File: src/rtl/tt_bridge_pkg.sv
// Shared definitions for the host byte bridge: FSM states, command layout, error flag indices.
// Build option: TT_BYTE_BRIDGE_TIMEOUT_EN widens the error vector to carry the timeout flag.
package tt_bridge_pkg;

  typedef enum logic [2:0] {
    ST_IDLE,
    ST_WDATA,
    ST_WAIT_WR,
    ST_RREQ,
    ST_RDATA
  } state_t;

  localparam int CMD_RD_BIT = 7;
  localparam int CMD_CH_MSB = 6;

  localparam int ERR_BADCH = 0;
  localparam int ERR_OVR   = 1;
  localparam int ERR_TMO   = 2;

`ifdef TT_BYTE_BRIDGE_TIMEOUT_EN
  localparam int ERR_W = 3;
`else
  localparam int ERR_W = 2;
`endif

endpackage

File: src/rtl/tt_strobe_sync.sv
// Synchroniser for an asynchronous strobe followed by a rising-edge detector.
// The pulse output is high for one clk cycle per rising edge of async_in.
module tt_strobe_sync #(
  parameter int STAGES = 2
) (
  input  logic clk,
  input  logic rst,
  input  logic async_in,
  output logic pulse
);

  logic [STAGES-1:0] sync_q;
  logic              last_q;

  always_ff @(posedge clk) begin
    if (rst) begin
      sync_q <= '0;
      last_q <= 1'b0;
    end else begin
      sync_q <= {sync_q[STAGES-2:0], async_in};
      last_q <= sync_q[STAGES-1];
    end
  end

  assign pulse = sync_q[STAGES-1] & ~last_q;

endmodule

File: src/rtl/tt_byte_bridge.sv
// Host pin to channel bridge: framed multi-byte reads and writes over NUM_CH channel registers.
// Build option: define TT_BYTE_BRIDGE_TIMEOUT_EN to abort stalled frames and add err[2].
module tt_byte_bridge
  import tt_bridge_pkg::*;
#(
  parameter int  DATA_W      = 16,
  parameter int  NUM_CH      = 4,
  parameter int  SYNC_STAGES = 2,
  parameter int  TIMEOUT_CYC = 1023,
  localparam int CH_W        = (NUM_CH > 1) ? $clog2(NUM_CH) : 1
) (
  input  logic              clk,
  input  logic              rst,
  input  logic [7:0]        host_data_in,
  input  logic              host_strobe,
  output logic [7:0]        host_data_out,
  output logic              host_ack,
  output logic [CH_W-1:0]   ch_sel,
  output logic              ch_wr_valid,
  output logic [DATA_W-1:0] ch_wr_data,
  input  logic              ch_wr_ready,
  output logic              ch_rd_req,
  input  logic              ch_rd_valid,
  input  logic [DATA_W-1:0] ch_rd_data,
  output logic              busy,
  output logic [ERR_W-1:0]  err
);

  localparam int               NB    = DATA_W / 8;
  localparam int               CNT_W = $clog2(NB) + 1;
  localparam logic [CNT_W-1:0] LAST  = CNT_W'(NB - 1);

  logic              byte_pulse;
  state_t            state_q, state_d;
  logic [CH_W-1:0]   ch_sel_q, ch_sel_d;
  logic              bad_q, bad_d;
  logic [CNT_W-1:0]  cnt_q, cnt_d;
  logic [DATA_W-1:0] wr_word_q, wr_word_d;
  logic [DATA_W-1:0] rd_word_q, rd_word_d;
  logic [7:0]        dout_q, dout_d;
  logic              ack_q, ack_d;
  logic              req_sent_q, req_sent_d;
  logic [ERR_W-1:0]  err_q, err_d;

  tt_strobe_sync #(
    .STAGES(SYNC_STAGES)
  ) u_strobe_sync (
    .clk     (clk),
    .rst     (rst),
    .async_in(host_strobe),
    .pulse   (byte_pulse)
  );

`ifdef TT_BYTE_BRIDGE_TIMEOUT_EN
  localparam int TMO_W = $clog2(TIMEOUT_CYC + 1);
  logic [TMO_W-1:0] tmo_q, tmo_d;

  always_ff @(posedge clk) begin
    if (rst) tmo_q <= '0;
    else     tmo_q <= tmo_d;
  end
`else
  // Timeout logic is not built; the parameter only keeps the interface identical.
  if (TIMEOUT_CYC < 0) begin : g_tmo_unused
  end
`endif

  always_ff @(posedge clk) begin
    if (rst) begin
      state_q    <= ST_IDLE;
      ch_sel_q   <= '0;
      bad_q      <= 1'b0;
      cnt_q      <= '0;
      wr_word_q  <= '0;
      rd_word_q  <= '0;
      dout_q     <= '0;
      ack_q      <= 1'b0;
      req_sent_q <= 1'b0;
      err_q      <= '0;
    end else begin
      state_q    <= state_d;
      ch_sel_q   <= ch_sel_d;
      bad_q      <= bad_d;
      cnt_q      <= cnt_d;
      wr_word_q  <= wr_word_d;
      rd_word_q  <= rd_word_d;
      dout_q     <= dout_d;
      ack_q      <= ack_d;
      req_sent_q <= req_sent_d;
      err_q      <= err_d;
    end
  end

  always_comb begin
    state_d    = state_q;
    ch_sel_d   = ch_sel_q;
    bad_d      = bad_q;
    cnt_d      = cnt_q;
    wr_word_d  = wr_word_q;
    rd_word_d  = rd_word_q;
    dout_d     = dout_q;
    ack_d      = ack_q;
    req_sent_d = req_sent_q;
    err_d      = err_q;

    case (state_q)
      ST_IDLE: begin
        cnt_d = '0;
        if (byte_pulse) begin
          ch_sel_d   = host_data_in[CH_W-1:0];
          bad_d      = int'(host_data_in[CMD_CH_MSB:0]) >= NUM_CH;
          req_sent_d = 1'b0;
          ack_d      = ~ack_q;
          if (bad_d) err_d[ERR_BADCH] = 1'b1;
          state_d = host_data_in[CMD_RD_BIT] ? ST_RREQ : ST_WDATA;
        end
      end

      ST_WDATA: begin
        if (byte_pulse) begin
          wr_word_d[8*cnt_q +: 8] = host_data_in;
          ack_d = ~ack_q;
          if (cnt_q == LAST) begin
            cnt_d   = '0;
            state_d = bad_q ? ST_IDLE : ST_WAIT_WR;
          end else begin
            cnt_d = cnt_q + 1'b1;
          end
        end
      end

      ST_WAIT_WR: begin
        if (byte_pulse) err_d[ERR_OVR] = 1'b1;
        if (ch_wr_ready) state_d = ST_IDLE;
      end

      // A bad channel never issues the request and reads back all ones.
      ST_RREQ: begin
        req_sent_d = 1'b1;
        if (byte_pulse) err_d[ERR_OVR] = 1'b1;
        if (bad_q || ch_rd_valid) begin
          rd_word_d = bad_q ? '1 : ch_rd_data;
          dout_d    = rd_word_d[7:0];
          ack_d     = ~ack_q;
          if (NB == 1) begin
            state_d = ST_IDLE;
          end else begin
            cnt_d   = CNT_W'(1);
            state_d = ST_RDATA;
          end
        end
      end

      // The host byte that presents the last data byte also closes the frame.
      ST_RDATA: begin
        if (byte_pulse) begin
          dout_d = rd_word_q[8*cnt_q +: 8];
          ack_d  = ~ack_q;
          if (cnt_q == LAST) begin
            cnt_d   = '0;
            state_d = ST_IDLE;
          end else begin
            cnt_d = cnt_q + 1'b1;
          end
        end
      end

      default: state_d = ST_IDLE;
    endcase

`ifdef TT_BYTE_BRIDGE_TIMEOUT_EN
    tmo_d = '0;
    if ((state_q == ST_WDATA || state_q == ST_RDATA) && !byte_pulse) begin
      if (tmo_q == TMO_W'(TIMEOUT_CYC)) begin
        state_d        = ST_IDLE;
        cnt_d          = '0;
        err_d[ERR_TMO] = 1'b1;
      end else begin
        tmo_d = tmo_q + 1'b1;
      end
    end
`endif
  end

  assign host_data_out = dout_q;
  assign host_ack      = ack_q;
  assign ch_sel        = ch_sel_q;
  assign ch_wr_valid   = (state_q == ST_WAIT_WR);
  assign ch_wr_data    = wr_word_q;
  assign ch_rd_req     = (state_q == ST_RREQ) && !req_sent_q && !bad_q;
  assign busy          = (state_q != ST_IDLE);
  assign err           = err_q;

endmodule

File: config.mk
export PLATFORM = sky130hd
export DESIGN_NAME = tt_byte_bridge
export DESIGN_NICKNAME = d
export VERILOG_FILES = /design/src/rtl/tt_bridge_pkg.sv /design/src/rtl/tt_strobe_sync.sv /design/src/rtl/tt_byte_bridge.sv
export SDC_FILE = /design/constraint.sdc
export NUM_CORES = 1
export LEC_CHECK = 0
export ABC_AREA = 1
export CORE_ASPECT_RATIO = 2
export CORE_UTILIZATION = 29
export DETAILED_ROUTE_END_ITERATION = 10
export PLACE_DENSITY_LB_ADDON = 0.3
export SLEW_MARGIN = 40
export SYNTH_ARGS = -nofsm -noshare
export SYNTH_HDL_FRONTEND = slang
export SYNTH_SLANG_ARGS = --single-unit
File: constraint.sdc
create_clock -name clk -period 4.7 [get_ports clk]
set_input_delay 1.41 -clock clk [delete_from_list [all_inputs] [get_ports clk]]
set_output_delay 1.41 -clock clk [all_outputs]
set_load 0.02 [all_outputs]
==> flow_metrics.env <==
export IMPL_wl_per_cell_um=12.7
export IMPL_cap_viol_max_count=0
export IMPL_globalplace_congestion=0.884
export IMPL_vias=2501
export IMPL_clk_latency_ps=300
export IMPL_crit_path_start_kind="flip-flop"
export IMPL_port_buffers=60
export IMPL_hpwl_mm=4.88
export IMPL_max_clock_freq_mhz=291
export IMPL_grt_max_degree=33
export IMPL_worst_hold_slack_ps=407
export IMPL_outcome="finished, final reports clean"
export IMPL_num_io_pins=61
export IMPL_grt_pass1_vias=2420
export IMPL_post_route_cell_area_sq_um=3420
export IMPL_yosysWarnings=0
export IMPL_cts_resized=0
export IMPL_cts_setup_buffers=0
export IMPL_coreArea_sq_um=8710
export IMPL_leakagePower_nw=1.34
export IMPL_final_common_cell="nand2_1"
export IMPL_drt_pre_antenna_iters=4
export IMPL_clk_pin_slew_worst_paths_ps=80
export IMPL_crit_buf_inv=1
export IMPL_drive_gt1_share_pct=6.35
export IMPL_finalCritPeriodShare_pct=73.1
export IMPL_finalPower_mw=1.49
export IMPL_cpLargestDelayFamily="buffers and inverters"
export IMPL_antenna_left=0
export IMPL_critPathArrivalTime_ps=2030
export IMPL_dpl_worst_slack_ps=1480
export IMPL_die_w_um=69.5
export IMPL_worstMarginPinSlew_ps=698
export IMPL_power_density_nw_per_um2=437
export IMPL_syn2layout_area_growth_pct=29.4
export IMPL_synth_seq_cells=55
export IMPL_viasPerCell=4.76
export IMPL_rsz0062_at_grt="no"
export IMPL_crit_chain="nand3_2 -> nor3_1 -> clkdlybuf4s50_1"
export IMPL_cts_root_buf="clkbuf_16"
export IMPL_setup_slack_ps=1260
export IMPL_hold_path_class="flip-flop to flip-flop"
export IMPL_grt_pass1_wl_mm=11.0
export IMPL_postPlaceCellArea_sq_um=3260
export IMPL_antenna_found_initial=0
export IMPL_cts_tree="done"
export IMPL_slew_headroom_pct=53.4
export IMPL_tns_ps=0
export IMPL_syn_area_per_cell_sq_um=7.02
export IMPL_yosysSeqAreaShare_pct=41.7
export IMPL_cts_max_level=2
export IMPL_max_stage_delay_ps=650
export IMPL_cp_data_required_time_ps=3290
export IMPL_antenna_cells=0
export IMPL_cp_max_fo=11
export IMPL_peakVddDrop_v=0.000192
export IMPL_synth_cell_type_count=27
export IMPL_report_final_hold_viol_count=0
export IMPL_synth_compound_area_share_pct=12.2
export IMPL_cp_slowest_cell="clkdlybuf4s50_1"
export IMPL_gr_total_overflow=0
export IMPL_placed_cells=517
export IMPL_cts_sinks=55
export IMPL_clock_skew_ps=6.58
export IMPL_fp_row_count=48
export IMPL_synthSimpleGateAreaFrac_pct=34.5
export IMPL_stdcell_count=525
export IMPL_fillers=911
export IMPL_initial_utilization_pct=30.3
export IMPL_final_nets=458
export IMPL_die_y_um=137
export IMPL_clockBufferDepth=2
export IMPL_syn_inst=376
export IMPL_crit_type="flip-flop to output pin"
export IMPL_slew_viol_final=0
export IMPL_hold_buffers=0
export IMPL_drc=0
export IMPL_syn_cell_area_sq_um=2640
export IMPL_synthMuxAreaShare_pct=0
export IMPL_final_cell_mix="nand2_1, clkdlybuf4s50_1, dfxtp_1, nor2_1, inv_1"
export IMPL_first_iter_violations=122
export IMPL_final_util_pct=39.2
export IMPL_synthAdderAreaFrac_pct=2.37
export IMPL_period_needed_ps=3440
export IMPL_syn_nets=410
export IMPL_worst_setup_path_end_kind="output pin"
export IMPL_die_area_sq_um=9510
export IMPL_cts_made_buffers=5
export IMPL_setup_violations_final=0
export IMPL_routed_wl_mm=6.66
export IMPL_synth_top_family_by_area="simple AND/OR/NAND/NOR gates"
export IMPL_synthXorXnorAreaFrac_pct=0
export IMPL_gr_usage_all_layers_pct=14.5
## kinds of logic (layout without fill, tap and decap cells)
family          after synthesis  after routing
buf+inv                      56            105
simple gates                199            199
fa+ha+maj                     5              5
flops                        55             55
compound gates               61             61
## worst paths after layout
path	start	end	slack [ps]	cells past startpoint
min	u_strobe_sync.sync_q[0]	u_strobe_sync.sync_q[1]	410	2
max	state_q[0]	ch_rd_req	1260	3
max reg2reg	bad_q	rd_word_q[6]	2730	6
min reg2reg	u_strobe_sync.sync_q[0]	u_strobe_sync.sync_q[1]	410	2
## sequential cells by signal, summed over array words and instances, names as in the netlist
register and count:
bad_q 1, ch_sel 2, ch_wr_data 16, cnt_q 2, err 2, host_ack 1, host_data_out 8, rd_word_q 16
req_sent_q 1, state_q 3, u_strobe_sync.last_q 1, u_strobe_sync.sync_q 2
## power by group
part | internal [mW] | switching (mW) | total, mW
combinational | 0.208 | 0.319 | 0.527
clock | 0.200 | 0.181 | 0.380
sequential | 0.527 | 0.0593 | 0.587
total | 0.935 | 0.559 | 1.49
## cells in the mapped netlist, drive strengths merged
master,count,area [sq um]
nand2,91,357
nand3,15,97.6
o21ai,28,140
nand4,17,106
inv,36,135
a31oi,1,6.26
dfxtp,55,1100
nand3b,2,15.0
nor3,16,85.1
buf,11,73.8
nor2,58,250
a21oi,26,130
ha,5,62.6
a211oi,6,45.0
clkbuf,9,33.8
## area by class of cell
| cell class | count | area, sq um | share of cell area (%) |
|---|---|---|---|
| multi-input cells | 265 | 1290 | 37.9 |
| clock buffers | 5 | 125 | 3.66 |
| repair buffers | 61 | 608 | 17.8 |
| clock inverters | 3 | 25.0 | 0.733 |
| flip-flops and latches | 55 | 1100 | 32.3 |
| inverters | 36 | 135 | 3.96 |
| well taps | 100 | 125 | 3.66 |
## metal layers
layer  vias to the layer above  GRT usage [%]  wire, um
met5                         -              0         0
met2                        58           26.5      3440
met4                         0           9.52       299
li1                       1311              -         -
met3                        23           3.24       281
met1                      1109           14.6      2640
## worst reg2reg max path, stage by stage, from the launching register on
cell	delay (ps)
dfxtp_2	630
nor2_1	150
inv_1	100
nand2_1	400
inv_2	360
o21ai_0	120
a21oi_1	150
No activity file was read; power rests on OpenSTA's default activity.
